[config.mk]
export PLATFORM = sky130hd
export DESIGN_NAME = led_demux
export DESIGN_NICKNAME = d
export VERILOG_FILES = /design/src/rtl/led_demux.sv
export SDC_FILE = /design/constraint.sdc
export NUM_CORES = 1
export LEC_CHECK = 0
export CELL_PAD_IN_SITES_DETAIL_PLACEMENT = 1
export CELL_PAD_IN_SITES_GLOBAL_PLACEMENT = 2
export CORE_MARGIN = 2
export CORE_UTILIZATION = 40
export CTS_CLUSTER_DIAMETER = 60
export DETAILED_ROUTE_END_ITERATION = 6
export PLACE_DENSITY = 0.91
export SLEW_MARGIN = 15
export SYNTH_ARGS = -nofsm -noshare
export SYNTH_HDL_FRONTEND = slang
export SYNTH_SLANG_ARGS = --single-unit
[constraint.sdc]
create_clock -name clk -period 5.4 [get_ports clk]
set_clock_uncertainty 0.05 [all_clocks]
set_input_delay 1.08 -clock clk [delete_from_list [all_inputs] [get_ports clk]]
set_output_delay 1.08 -clock clk [all_outputs]
set_load 0.01 [all_outputs]
[src/rtl/led_demux.sv]
// Recovers six multiplexed 7-segment digits from a scanned segment/select bus.
// A selection must be stable for STABLE_CYC cycles before its pattern is decoded and captured.

module led_digit (
  input  logic       clk,
  input  logic       rst_n,
  input  logic       cap_i,
  input  logic [4:0] val_i,
  output logic [4:0] out_o,
  output logic       vld_o
);
  logic [4:0] out_q;
  logic       vld_q;

  always_ff @(posedge clk or negedge rst_n) begin
    if (!rst_n) begin
      out_q <= '0;
      vld_q <= 1'b0;
    end else if (cap_i) begin
      out_q <= val_i;
      vld_q <= 1'b1;
    end
  end

  assign out_o = out_q;
  assign vld_o = vld_q;
endmodule

module led_demux #(
  parameter int STABLE_CYC = 4
) (
  input  logic       clk,
  input  logic       rst_n,
  input  logic [7:0] seg_in,
  input  logic [5:0] sel_in,
  output logic [4:0] out0,
  output logic [4:0] out1,
  output logic [4:0] out2,
  output logic [4:0] out3,
  output logic [4:0] out4,
  output logic [4:0] out5,
  output logic [5:0] valid_mask,
  output logic       frame_done,
  output logic       decode_err
);
  localparam int         NPOS   = 6;
  localparam logic [7:0] STABLE = 8'(STABLE_CYC);

  localparam logic [1:0] ST_WAIT  = 2'd0;
  localparam logic [1:0] ST_COUNT = 2'd1;
  localparam logic [1:0] ST_HELD  = 2'd2;

  // Returns {hit, value}; anything outside the table (blank included) is a miss.
  function automatic logic [4:0] seg_decode(input logic [6:0] s);
    case (s)
      7'h40: seg_decode = 5'h10;
      7'h79: seg_decode = 5'h11;
      7'h24: seg_decode = 5'h12;
      7'h30: seg_decode = 5'h13;
      7'h19: seg_decode = 5'h14;
      7'h12: seg_decode = 5'h15;
      7'h02: seg_decode = 5'h16;
      7'h78: seg_decode = 5'h17;
      7'h00: seg_decode = 5'h18;
      7'h10: seg_decode = 5'h19;
      7'h08: seg_decode = 5'h1A;
      7'h03: seg_decode = 5'h1B;
      7'h46: seg_decode = 5'h1C;
      7'h21: seg_decode = 5'h1D;
      7'h06: seg_decode = 5'h1E;
      7'h0E: seg_decode = 5'h1F;
      default: seg_decode = 5'h00;
    endcase
  endfunction

  logic [7:0]            seg_q, lseg_q, lseg_d;
  logic [5:0]            sel_q, lsel_q, lsel_d;
  logic [1:0]            state_q, state_d;
  logic [7:0]            cnt_q, cnt_d;
  logic [5:0]            frame_q, frame_d;
  logic                  fdone_q, err_q;
  logic                  cap;
  logic [5:0]            sel_act, cap_vec;
  logic                  sel_legal, hit;
  logic [4:0]            dec, dig_val;
  logic [NPOS-1:0][4:0]  dig_out;

  // Active-low one-hot: exactly one cleared bit.
  assign sel_act   = ~sel_q;
  assign sel_legal = (sel_act != '0) && ((sel_act & (sel_act - 6'd1)) == '0);

  always_comb begin
    state_d = state_q;
    cnt_d   = cnt_q;
    lsel_d  = lsel_q;
    lseg_d  = lseg_q;
    cap     = 1'b0;
    case (state_q)
      ST_WAIT: begin
        if (sel_legal) begin
          cnt_d   = 8'd1;
          lsel_d  = sel_q;
          lseg_d  = seg_q;
          state_d = ST_COUNT;
        end
      end
      ST_COUNT: begin
        if (sel_q != lsel_q || seg_q != lseg_q) begin
          state_d = ST_WAIT;
        end else begin
          cnt_d = (cnt_q >= STABLE) ? STABLE : cnt_q + 8'd1;
          if (cnt_d == STABLE) begin
            cap     = 1'b1;
            state_d = ST_HELD;
          end
        end
      end
      ST_HELD: begin
        if (sel_q != lsel_q) state_d = ST_WAIT;
      end
      default: state_d = ST_WAIT;
    endcase
  end

  assign dec     = seg_decode(lseg_q[6:0]);
  assign hit     = dec[4];
  assign dig_val = {~lseg_q[7], dec[3:0]};
  assign cap_vec = (cap && hit) ? ~lsel_q : 6'd0;

  // A capture landing on the clearing cycle belongs to the new frame.
  assign frame_d = ((&frame_q) ? 6'd0 : frame_q) | cap_vec;

  always_ff @(posedge clk or negedge rst_n) begin
    if (!rst_n) begin
      seg_q   <= '1;
      sel_q   <= '1;
      lseg_q  <= '1;
      lsel_q  <= '1;
      state_q <= ST_WAIT;
      cnt_q   <= '0;
      frame_q <= '0;
      fdone_q <= 1'b0;
      err_q   <= 1'b0;
    end else begin
      seg_q   <= seg_in;
      sel_q   <= sel_in;
      lseg_q  <= lseg_d;
      lsel_q  <= lsel_d;
      state_q <= state_d;
      cnt_q   <= cnt_d;
      frame_q <= frame_d;
      fdone_q <= &frame_q;
      err_q   <= cap & ~hit;
    end
  end

  for (genvar k = 0; k < NPOS; k++) begin : g_dig
    led_digit u_dig (
      .clk   (clk),
      .rst_n (rst_n),
      .cap_i (cap_vec[k]),
      .val_i (dig_val),
      .out_o (dig_out[k]),
      .vld_o (valid_mask[k])
    );
  end

  assign out0       = dig_out[0];
  assign out1       = dig_out[1];
  assign out2       = dig_out[2];
  assign out3       = dig_out[3];
  assign out4       = dig_out[4];
  assign out5       = dig_out[5];
  assign frame_done = fdone_q;
  assign decode_err = err_q;
endmodule

==> flow_metrics.env, run 1 <==
export IMPL_synth_seq_cells=82
export IMPL_drtPass1Iterations=4
export IMPL_synth_nets=296
export IMPL_ys_seq_area_share_pct=56.2
export IMPL_end_kind="flip-flop"
export IMPL_areaGrowthSynthToFinish_pct=21.9
export IMPL_path_buf_inv=0
export IMPL_start_util_pct=40.8
export IMPL_worst_pin_slew_ns=1.12
export IMPL_worstPathCellList="or3b_1 > a211o_1 > a21oi_1 > nor3_4 > nor3_4 > mux2_4"
export IMPL_netlist_instances=278
export IMPL_worstHoldStart="g_dig[0].u_dig.vld_o"
export IMPL_clockBufferDepth=2
export IMPL_cts_setup_buffers=0
export IMPL_drive_above_1_share_pct=29.2
export IMPL_cpMaxStageDelayCell="dfstp_2"
export IMPL_fmax_mhz=370
export IMPL_die_area_um2=10100
export IMPL_rsz0062_at_grt="no"
export IMPL_setup_viol=0
export IMPL_clock_sinks=82
export IMPL_crit_top_cell="nor3_4"
export IMPL_critical_path_class="flip-flop to flip-flop"
export IMPL_insertion_delay_ns=0.36
export IMPL_max_stage_delay_ns=0.67
export IMPL_critPathLaunchType="flip-flop"
export IMPL_reg2reg_depth=6
export IMPL_grt_pass1_vias=2510
export IMPL_synth_cell_type_count=51
export IMPL_synth_edf_count=0
export IMPL_rrSetupSlack_ns=2.70
export IMPL_clockRootBuffer="clkbuf_8"
export IMPL_grt_pass1_wl_um=13000
export IMPL_synth_top_cell_area_share_pct=36.4
export IMPL_nNetsFinal=342
export IMPL_path_clk_slew_ns=0.10
export IMPL_p_leak_nw=2.01
export IMPL_antenna_found_initial=0
export IMPL_ys_flop_type="dfrtp_1"
export IMPL_slew_headroom_pct=24.5
export IMPL_hp_class="flip-flop to flip-flop"
export IMPL_ys_top_cells_by_area="dfrtp_1, dfstp_2, mux2_4, mux2_2, xnor2_1"
export IMPL_ios=54
export IMPL_worstPathRequired_ns=5.59
export IMPL_cts_hold_buf=0
export IMPL_place_congestion=0.750
export IMPL_syn_area_um2=3720
export IMPL_path_delay_family="simple AND/OR/NAND/NOR gates"
export IMPL_grt_ovfl_total=0
export IMPL_die_h_um=100
export IMPL_rr_endpoint="g_dig[1].u_dig.out_o[1]"
export IMPL_timing_final_crit_period_ns=2.70
export IMPL_status="completed"
export IMPL_routedWlPerCell_um=17.4
export IMPL_grt_usage_pct=16.8
export IMPL_cts_resized=0
export IMPL_hold_slack_ns=0.429
export IMPL_rows=35
export IMPL_irDropWorstVdd_mv=0.154
export IMPL_cellPowerDensity_nw_per_um2=339
export IMPL_whs_endpoint="g_dig[0].u_dig.vld_o"
export IMPL_viasPerCell=5.19
export IMPL_vias=2285
export IMPL_synthArstFlopShare_pct=100
export IMPL_die_x_um=100
export IMPL_ctsHtreeMaxLevel=3
export IMPL_numCtsBuffers=9
export IMPL_syn_avg_cell_area_um2=13.4
export IMPL_yosysWarnings=0
export IMPL_synth_most_common_cell="dfrtp_1"
export IMPL_tns_ns=0
export IMPL_critPathMaxFanout=15
export IMPL_hpwl_um=5390
export IMPL_num_antenna_cells=0
export IMPL_maxCapViolCount=0
export IMPL_route_detailed_drc=0
export IMPL_hold_violations=0
export IMPL_ant_nets=0
export IMPL_wirelength_um=7680
export IMPL_rr_startpoint="lseg_q[0]"
export IMPL_drv_slew=0
export IMPL_yosysTopAreaCell="dfrtp_1"
export IMPL_grt_max_degree=83
export IMPL_critPathArrivalTime_ns=2.89
export IMPL_min_delay_path_depth=1
export IMPL_cts_tree="done"
export IMPL_yosys_top_cells_count="dfrtp_1, dfstp_2, mux2_4, xnor2_1"
export IMPL_core_um2=9110
export IMPL_placement_io_buffers=53
export IMPL_drt_initial_drc_count=66
export IMPL_utilization_pct=49.7
export IMPL_period_share_pct=50.0
[layout by cell type (no fill, tap or decap), types with 3 or more instances in the layout]
cell type,count
bufinv_16,3
inv_1,13
nand3_1,5
xor2_1,3
and3_1,7
or2_2,3
dfrtp_1,54
nand2_1,10
nor2b_1,3
nor3_1,5
dfstp_2,28
nor2_1,5
a21o_1,6
mux2_2,13
clkdlybuf4s50_1,52
or2_1,4
a21oi_1,3
inv_6,3
xnor2_1,14
nor3_4,7
clkbuf_8,9
nor4_1,3
mux2_4,24
o21ai_0,5
nand3b_1,4
mux2i_1,6
[flip-flops by register name, indices dropped and copies added, names as in the netlist]
register and count:
g_dig.u_dig.out_o 30, cnt_q 8, lseg_q 8, seg_q 8, frame_q 6, g_dig.u_dig.vld_o 6, lsel_q 6, sel_q 6
state_q 2, decode_err 1, frame_done 1
[routing by layer]
metal	up-vias	global-route usage [%]	part of all wire (%)
li1	1060	-	-
met1	1182	20.9	43
met2	32	29.3	53
met3	11	3.27	2.3
met4	0	5.69	1.6
met5	-	0	0
[metrics by stage]
step,instances,setup WS [ns],instance area [um2],power (mW)
floorplan,278,3.00,3720,0.930
global placement,424,2.71,4280,0.983
detailed placement,424,2.69,4280,0.992
CTS,440,2.68,4530,1.56
global route,440,2.55,4530,1.61
finish,440,2.70,4530,1.53
[worst max path at each step]
stage               slack [ns]                 endpoint       from  cells past startpoint
floorplan                 3.00  g_dig[0].u_dig.out_o[0]  lseg_q[2]                      7
global placement          2.71  g_dig[0].u_dig.out_o[3]  lseg_q[0]                      6
detailed placement        2.69  g_dig[0].u_dig.out_o[0]  lseg_q[0]                      6
CTS                       2.68  g_dig[1].u_dig.out_o[1]  lseg_q[0]                      6
global route              2.55  g_dig[1].u_dig.out_o[1]  lseg_q[0]                      6
finish                    2.70  g_dig[1].u_dig.out_o[1]  lseg_q[0]                      6
[kinds of logic (layout without fill, tap and decap cells)]
group / Yosys count / in the layout / synth area share (%)
DFF: 82 / 82 / 56.2
and+or+nand+nor: 72 / 72 / 13.5
muxes: 43 / 43 / 15.3
AOI/OAI and AO/OA: 31 / 31 / 6.23
buffers and inverters: 31 / 82 / 4.18
xor gates and xnor gates: 17 / 17 / 4.01
adders and majority gates: 2 / 2 / 0.673
[final cells by class]
class | instances | area, um2
fillers | 932 | 4580
flip-flops and latches | 82 | 2090
multi-input cells | 165 | 1470
repair buffers | 53 | 528
well taps | 111 | 139
clock inverters | 7 | 128
clock buffers | 9 | 124
inverters | 13 | 48.8
[where the power goes]
group | switching [mW] | leakage (nW) | total (mW) | internal [mW]
registers | 0.0904 | 1.04 | 0.770 | 0.680
logic | 0.107 | 0.839 | 0.207 | 0.100
clock network | 0.241 | 0.127 | 0.556 | 0.315
(Power assumes the default switching activity.)
==> run 2: changes to the inputs <==
CORE_UTILIZATION = 34   (was 40)
PLACE_DENSITY = 0.83   (was 0.91)
clock period = 2.39 ns   (was 5.4 ns; I/O delays follow)
==> flow_metrics.env, run 2 (synthesis results as in run 1) <==
export IMPL_ant_nets=0
export IMPL_core_um2=10700
export IMPL_hold_slack_ns=0.0397
export IMPL_grt_pass1_wl_um=14100
export IMPL_end_kind="flip-flop"
export IMPL_rrSetupSlack_ns=-0.05
export IMPL_hold_violations=0
export IMPL_p_leak_nw=2.27
export IMPL_drv_slew=0
export IMPL_clockBufferDepth=2
export IMPL_status="finished with violations"
export IMPL_critical_path_class="flip-flop to flip-flop"
export IMPL_clockRootBuffer="clkbuf_8"
export IMPL_rows=38
export IMPL_ctsHtreeMaxLevel=3
export IMPL_nNetsFinal=391
export IMPL_routedWlPerCell_um=16.6
export IMPL_grt_max_degree=45
export IMPL_cts_hold_buf=0
export IMPL_rr_startpoint="lseg_q[0]"
export IMPL_placed_cell_area_um2=4670
export IMPL_critPathLaunchType="flip-flop"
export IMPL_insertion_delay_ns=0.37
export IMPL_slew_headroom_pct=59.7
export IMPL_fmax_mhz=409
export IMPL_violations="setup timing"
export IMPL_die_area_um2=11800
export IMPL_route_detailed_drc=0
export IMPL_antenna_found_initial=0
export IMPL_die_h_um=109
export IMPL_die_x_um=109
export IMPL_drtPass1Iterations=4
export IMPL_vias=2491
export IMPL_seqCellArea_um2=2090
export IMPL_period_share_pct=102
export IMPL_hp_class="primary input to asynchronous set/reset pin"
export IMPL_largest_register_ffs=30
export IMPL_maxCapViolCount=0
export IMPL_critPathArrivalTime_ns=2.65
export IMPL_hpwl_um=6290
export IMPL_intPower_mw=2.41
export IMPL_start_util_pct=34.6
export IMPL_worst_pin_slew_ns=0.603
export IMPL_final_cell_mix="dfrtp_1, clkdlybuf4s50_1, buf_4"
export IMPL_numCtsBuffers=9
export IMPL_multi_input_area_um2=1530
export IMPL_cellPowerDensity_nw_per_um2=709
export IMPL_power_frac_clock_pct=28.2
export IMPL_rr_endpoint="g_dig[2].u_dig.out_o[0]"
export IMPL_clock_sinks=82
export IMPL_switchingPower_mw=1.14
export IMPL_ios=54
export IMPL_wirelength_um=8620
export IMPL_worstPathRequired_ns=2.60
export IMPL_critPathMaxFanout=12
export IMPL_num_antenna_cells=0
export IMPL_tns_ns=-1.00
export IMPL_areaGrowthSynthToFinish_pct=34.7
export IMPL_placement_io_buffers=53
export IMPL_timing_final_crit_period_ns=2.44
export IMPL_p_comb_share_pct=25.8
export IMPL_fin_ws_ns=-0.0527
export IMPL_cts_tree="done"
export IMPL_grt_pass1_vias=2714
export IMPL_path_clk_slew_ns=0.09
export IMPL_grt_ovfl_total=0
export IMPL_utilization_pct=46.6
export IMPL_switching_share_pct=32.0
export IMPL_drt_initial_drc_count=80
export IMPL_grt_usage_pct=16.0
export IMPL_design_area_um2=5010
export IMPL_viasPerCell=4.81
export IMPL_fillers=1169
export IMPL_setup_viol=32
export IMPL_rsz0062_at_grt="yes"
export IMPL_irDropWorstVdd_mv=0.365
export IMPL_final_common_cell="dfrtp_1"
export IMPL_place_congestion=0.745
export IMPL_dp_slack_ns=-0.154
export IMPL_drive_above_1_share_pct=41.0
export IMPL_reg2reg_depth=7
export IMPL_p_seq_share_pct=46.0
-- run 2: changes by cell type in the layout (fill, tap and decap cells not counted), moves of 2 or more --
cell,delta
buf_12,+6
nor3_1,-2
buf_4,+42
xnor2_2,+2
inv_8,+2
bufinv_16,-3
xnor2_1,-2
nor3_2,+2
-- run 2: worst max path at each step --
stage                         start                 endpoint  slack (ns)  cells after the start
after floorplan           lseg_q[0]  g_dig[0].u_dig.out_o[0]        0.02                      7
after global placement    lseg_q[0]  g_dig[3].u_dig.out_o[2]       -0.12                      6
after detailed placement  lseg_q[0]  g_dig[5].u_dig.out_o[4]       -0.15                      7
after CTS                 lseg_q[0]  g_dig[5].u_dig.out_o[4]       -0.07                      7
after global routing      lseg_q[0]  g_dig[5].u_dig.out_o[4]       -0.20                      9
final                     lseg_q[0]  g_dig[2].u_dig.out_o[0]       -0.05                      7
-- run 2: layer usage --
metal | GRT usage [%] | part of all wire [%] | vias to the layer above
met2 | 27.3 | 52 | 39
met1 | 19.5 | 44 | 1275
met4 | 6.59 | 1.6 | 0
li1 | - | - | 1167
met3 | 3.62 | 3.0 | 10
met5 | 0 | 0 | -
-- run 2: cell type report --
cell class                      count  area share [%]
Clock inverter                      7            1.35
Tap cell                          140            3.50
Timing Repair Buffer              102            19.5
Sequential cell                    82            41.7
Inverter                           13           0.975
Clock buffer                        9            2.47
Multi-Input combinational cell    165            30.5
-- run 2: what timing repair did --
action / in CTS / in global routing
buffers inserted: 5 / 1
endpoints found under the setup margin: 37 / 39
resized for setup: 7 / 5
pin swaps: 13 / 3
-- run 2: power groups by stage --
stage               logic, mW  registers, mW  clock network [mW]
detailed placement      0.791           1.67                   0
CTS                     0.870           1.63                1.03
global placement        0.760           1.66                   0
global route            0.998           1.65                1.09
finish                  0.917           1.63                1.00
floorplan               0.473           1.63                   0
-- run 2: worst max-delay path, cell delays in order (launching register included) --
cell and delay [ns]:
dfstp_2 0.56, buf_4 0.18, nor3_1 0.10, o2111ai_2 0.22
nand3_2 0.15, nor3_4 0.56, nor3_4 0.17, mux2_4 0.34
-- run 2: metrics by stage --
| stage | power (mW) | cells |
|---|---|---|
| floorplan | 2.10 | 278 |
| global placement | 2.42 | 496 |
| detailed placement | 2.46 | 496 |
| CTS | 3.54 | 517 |
| global route | 3.74 | 518 |
| finish | 3.55 | 518 |
==> run 3: changes to the inputs <==
CORE_MARGIN = default   (was 2)
GPL_TIMING_DRIVEN = 0   (was default)
==> flow_metrics.env, run 3 (synthesis results as in run 1) <==
export IMPL_ctsHtreeMaxLevel=3
export IMPL_start_util_pct=35.5
export IMPL_critPathLaunchType="flip-flop"
export IMPL_end_kind="flip-flop"
export IMPL_drive_above_1_share_pct=35.3
export IMPL_path_clk_slew_ns=0.09
export IMPL_place_congestion=0.796
export IMPL_numCtsBuffers=9
export IMPL_cellPowerDensity_nw_per_um2=681
export IMPL_clockRootBuffer="clkbuf_8"
export IMPL_fin_ws_ns=-0.0592
export IMPL_design_area_um2=4870
export IMPL_grt_pass1_wl_um=14200
export IMPL_drv_slew=0
export IMPL_status="finished with violations"
export IMPL_num_antenna_cells=0
export IMPL_period_share_pct=102
export IMPL_hold_violations=0
export IMPL_tns_ns=-0.809
export IMPL_drt_met1_wl_um=3780
export IMPL_clock_sinks=82
export IMPL_critical_path_class="flip-flop to flip-flop"
export IMPL_hp_class="flip-flop to flip-flop"
export IMPL_rrSetupSlack_ns=-0.06
export IMPL_final_cell_mix="dfrtp_1, clkdlybuf4s50_1, dfstp_2"
export IMPL_timing_final_crit_period_ns=2.45
export IMPL_die_x_um=107
export IMPL_fmax_mhz=408
export IMPL_rr_startpoint="lseg_q[0]"
export IMPL_critPathArrivalTime_ns=2.65
export IMPL_met3_wirelength_um=188
export IMPL_violations="setup timing"
export IMPL_drt_initial_drc_count=95
export IMPL_grt_usage_pct=16.5
export IMPL_worst_pin_slew_ns=1.13
export IMPL_viasPerCell=4.90
export IMPL_cts_tree="done"
export IMPL_fillers=1109
export IMPL_ios=54
export IMPL_rr_endpoint="g_dig[4].u_dig.out_o[0]"
export IMPL_rsz0062_at_grt="yes"
export IMPL_slew_headroom_pct=23.5
export IMPL_drtPass1Iterations=4
export IMPL_vias=2431
export IMPL_max_stage_delay_ns=0.55
export IMPL_placement_io_buffers=53
export IMPL_grt_ovfl_total=0
export IMPL_crit_start="lseg_q[0]"
export IMPL_routedWlPerCell_um=17.0
export IMPL_rows=37
export IMPL_core_um2=10500
export IMPL_setup_viol=24
export IMPL_utilization_pct=46.6
export IMPL_irDropWorstVdd_mv=0.444
export IMPL_worstPathRequired_ns=2.59
export IMPL_maxCapViolCount=0
export IMPL_hpwl_um=5780
export IMPL_final_common_cell="dfrtp_1"
export IMPL_areaGrowthSynthToFinish_pct=31.2
export IMPL_nNetsFinal=373
export IMPL_largest_register_ffs=30
export IMPL_placed_cell_area_um2=4440
export IMPL_reg2reg_depth=8
export IMPL_die_h_um=107
export IMPL_p_leak_nw=2.17
export IMPL_routed_wl_met2_um=4300
export IMPL_insertion_delay_ns=0.36
export IMPL_worstPathCellList="or3b_1 > a211o_1 > a21oi_2 > nor3_4 > buf_12 > nor3_4 > buf_12 > mux2_4"
export IMPL_top_layer="met4"
export IMPL_route_detailed_drc=0
export IMPL_grt_max_degree=62
export IMPL_clockBufferDepth=2
export IMPL_worstSetupEndpoint="g_dig[4].u_dig.out_o[0]"
export IMPL_cpMaxStageDelayCell="dfstp_2"
export IMPL_critPathMaxFanout=7
export IMPL_ant_nets=0
export IMPL_antenna_found_initial=0
export IMPL_grt_pass1_vias=2627
export IMPL_wirelength_um=8450
export IMPL_die_area_um2=11400
run 3: area by class of cell:
class / count / area [um2] / share of cell area, %
flip-flops and latches: 82 / 2090 / 42.8
multi-input cells: 165 / 1510 / 30.9
clock buffers: 10 / 138 / 2.82
inverters: 13 / 48.8 / 1.00
repair buffers: 68 / 758 / 15.6
clock inverters: 6 / 50.0 / 1.03
plain buffers: 16 / 116 / 2.39
well taps: 136 / 170 / 3.49
run 3: repair_timing:
item                       4_1_cts  5_1_grt
resized for setup                9        5
setup endpoints to repair       43       34
setup buffers                   13        1
pin swaps                       11        7
hold buffers                     1        0
hold endpoints to repair        21        0
run 3: per-stage QoR:
stage	setup WS (ns)	hold slack [ns]	power [mW]	std cells
5_1_grt	-0.136	0.451	3.48	496
2_1_floorplan	0.0230	0.132	2.10	278
3_5_place_dp	-0.464	0.344	2.30	468
3_3_place_gp	-2.03	0.399	2.27	467
4_1_cts	-0.0422	0.426	3.34	496
6_report	-0.0592	0.420	3.32	496
run 3: worst min path at each step:
stage,startpoint,end,slack [ns],depth (start not counted)
6_report,g_dig[2].u_dig.vld_o,g_dig[2].u_dig.vld_o,0.42,1
5_1_grt,g_dig[5].u_dig.vld_o,g_dig[5].u_dig.vld_o,0.45,1
4_1_cts,g_dig[2].u_dig.vld_o,g_dig[2].u_dig.vld_o,0.43,1
3_5_place_dp,rst_n,g_dig[2].u_dig.vld_o,0.34,1
3_3_place_gp,g_dig[0].u_dig.vld_o,g_dig[0].u_dig.vld_o,0.40,1
2_1_floorplan,rst_n,cnt_q[0],0.13,0
run 3: power by group:
part,internal [mW],switching (mW)
logic,0.318,0.367
clock network,0.419,0.549
registers,1.53,0.132
run 3: critical path, delay by kind of cell, from the launching register on:
kind	cells	cell delay, ns
buffers and inverters	2	0.31
flip-flops	1	0.55
multiplexers	1	0.30
AND/OR/NAND/NOR	3	0.63
AO/OA/AOI/OAI	2	0.49
run 3: layer usage:
layer | track usage, % | up-vias
li1 | - | 1121
met1 | 20.4 | 1256
met2 | 28.3 | 39
met3 | 3.37 | 15
met4 | 6.26 | 0
met5 | 0 | -
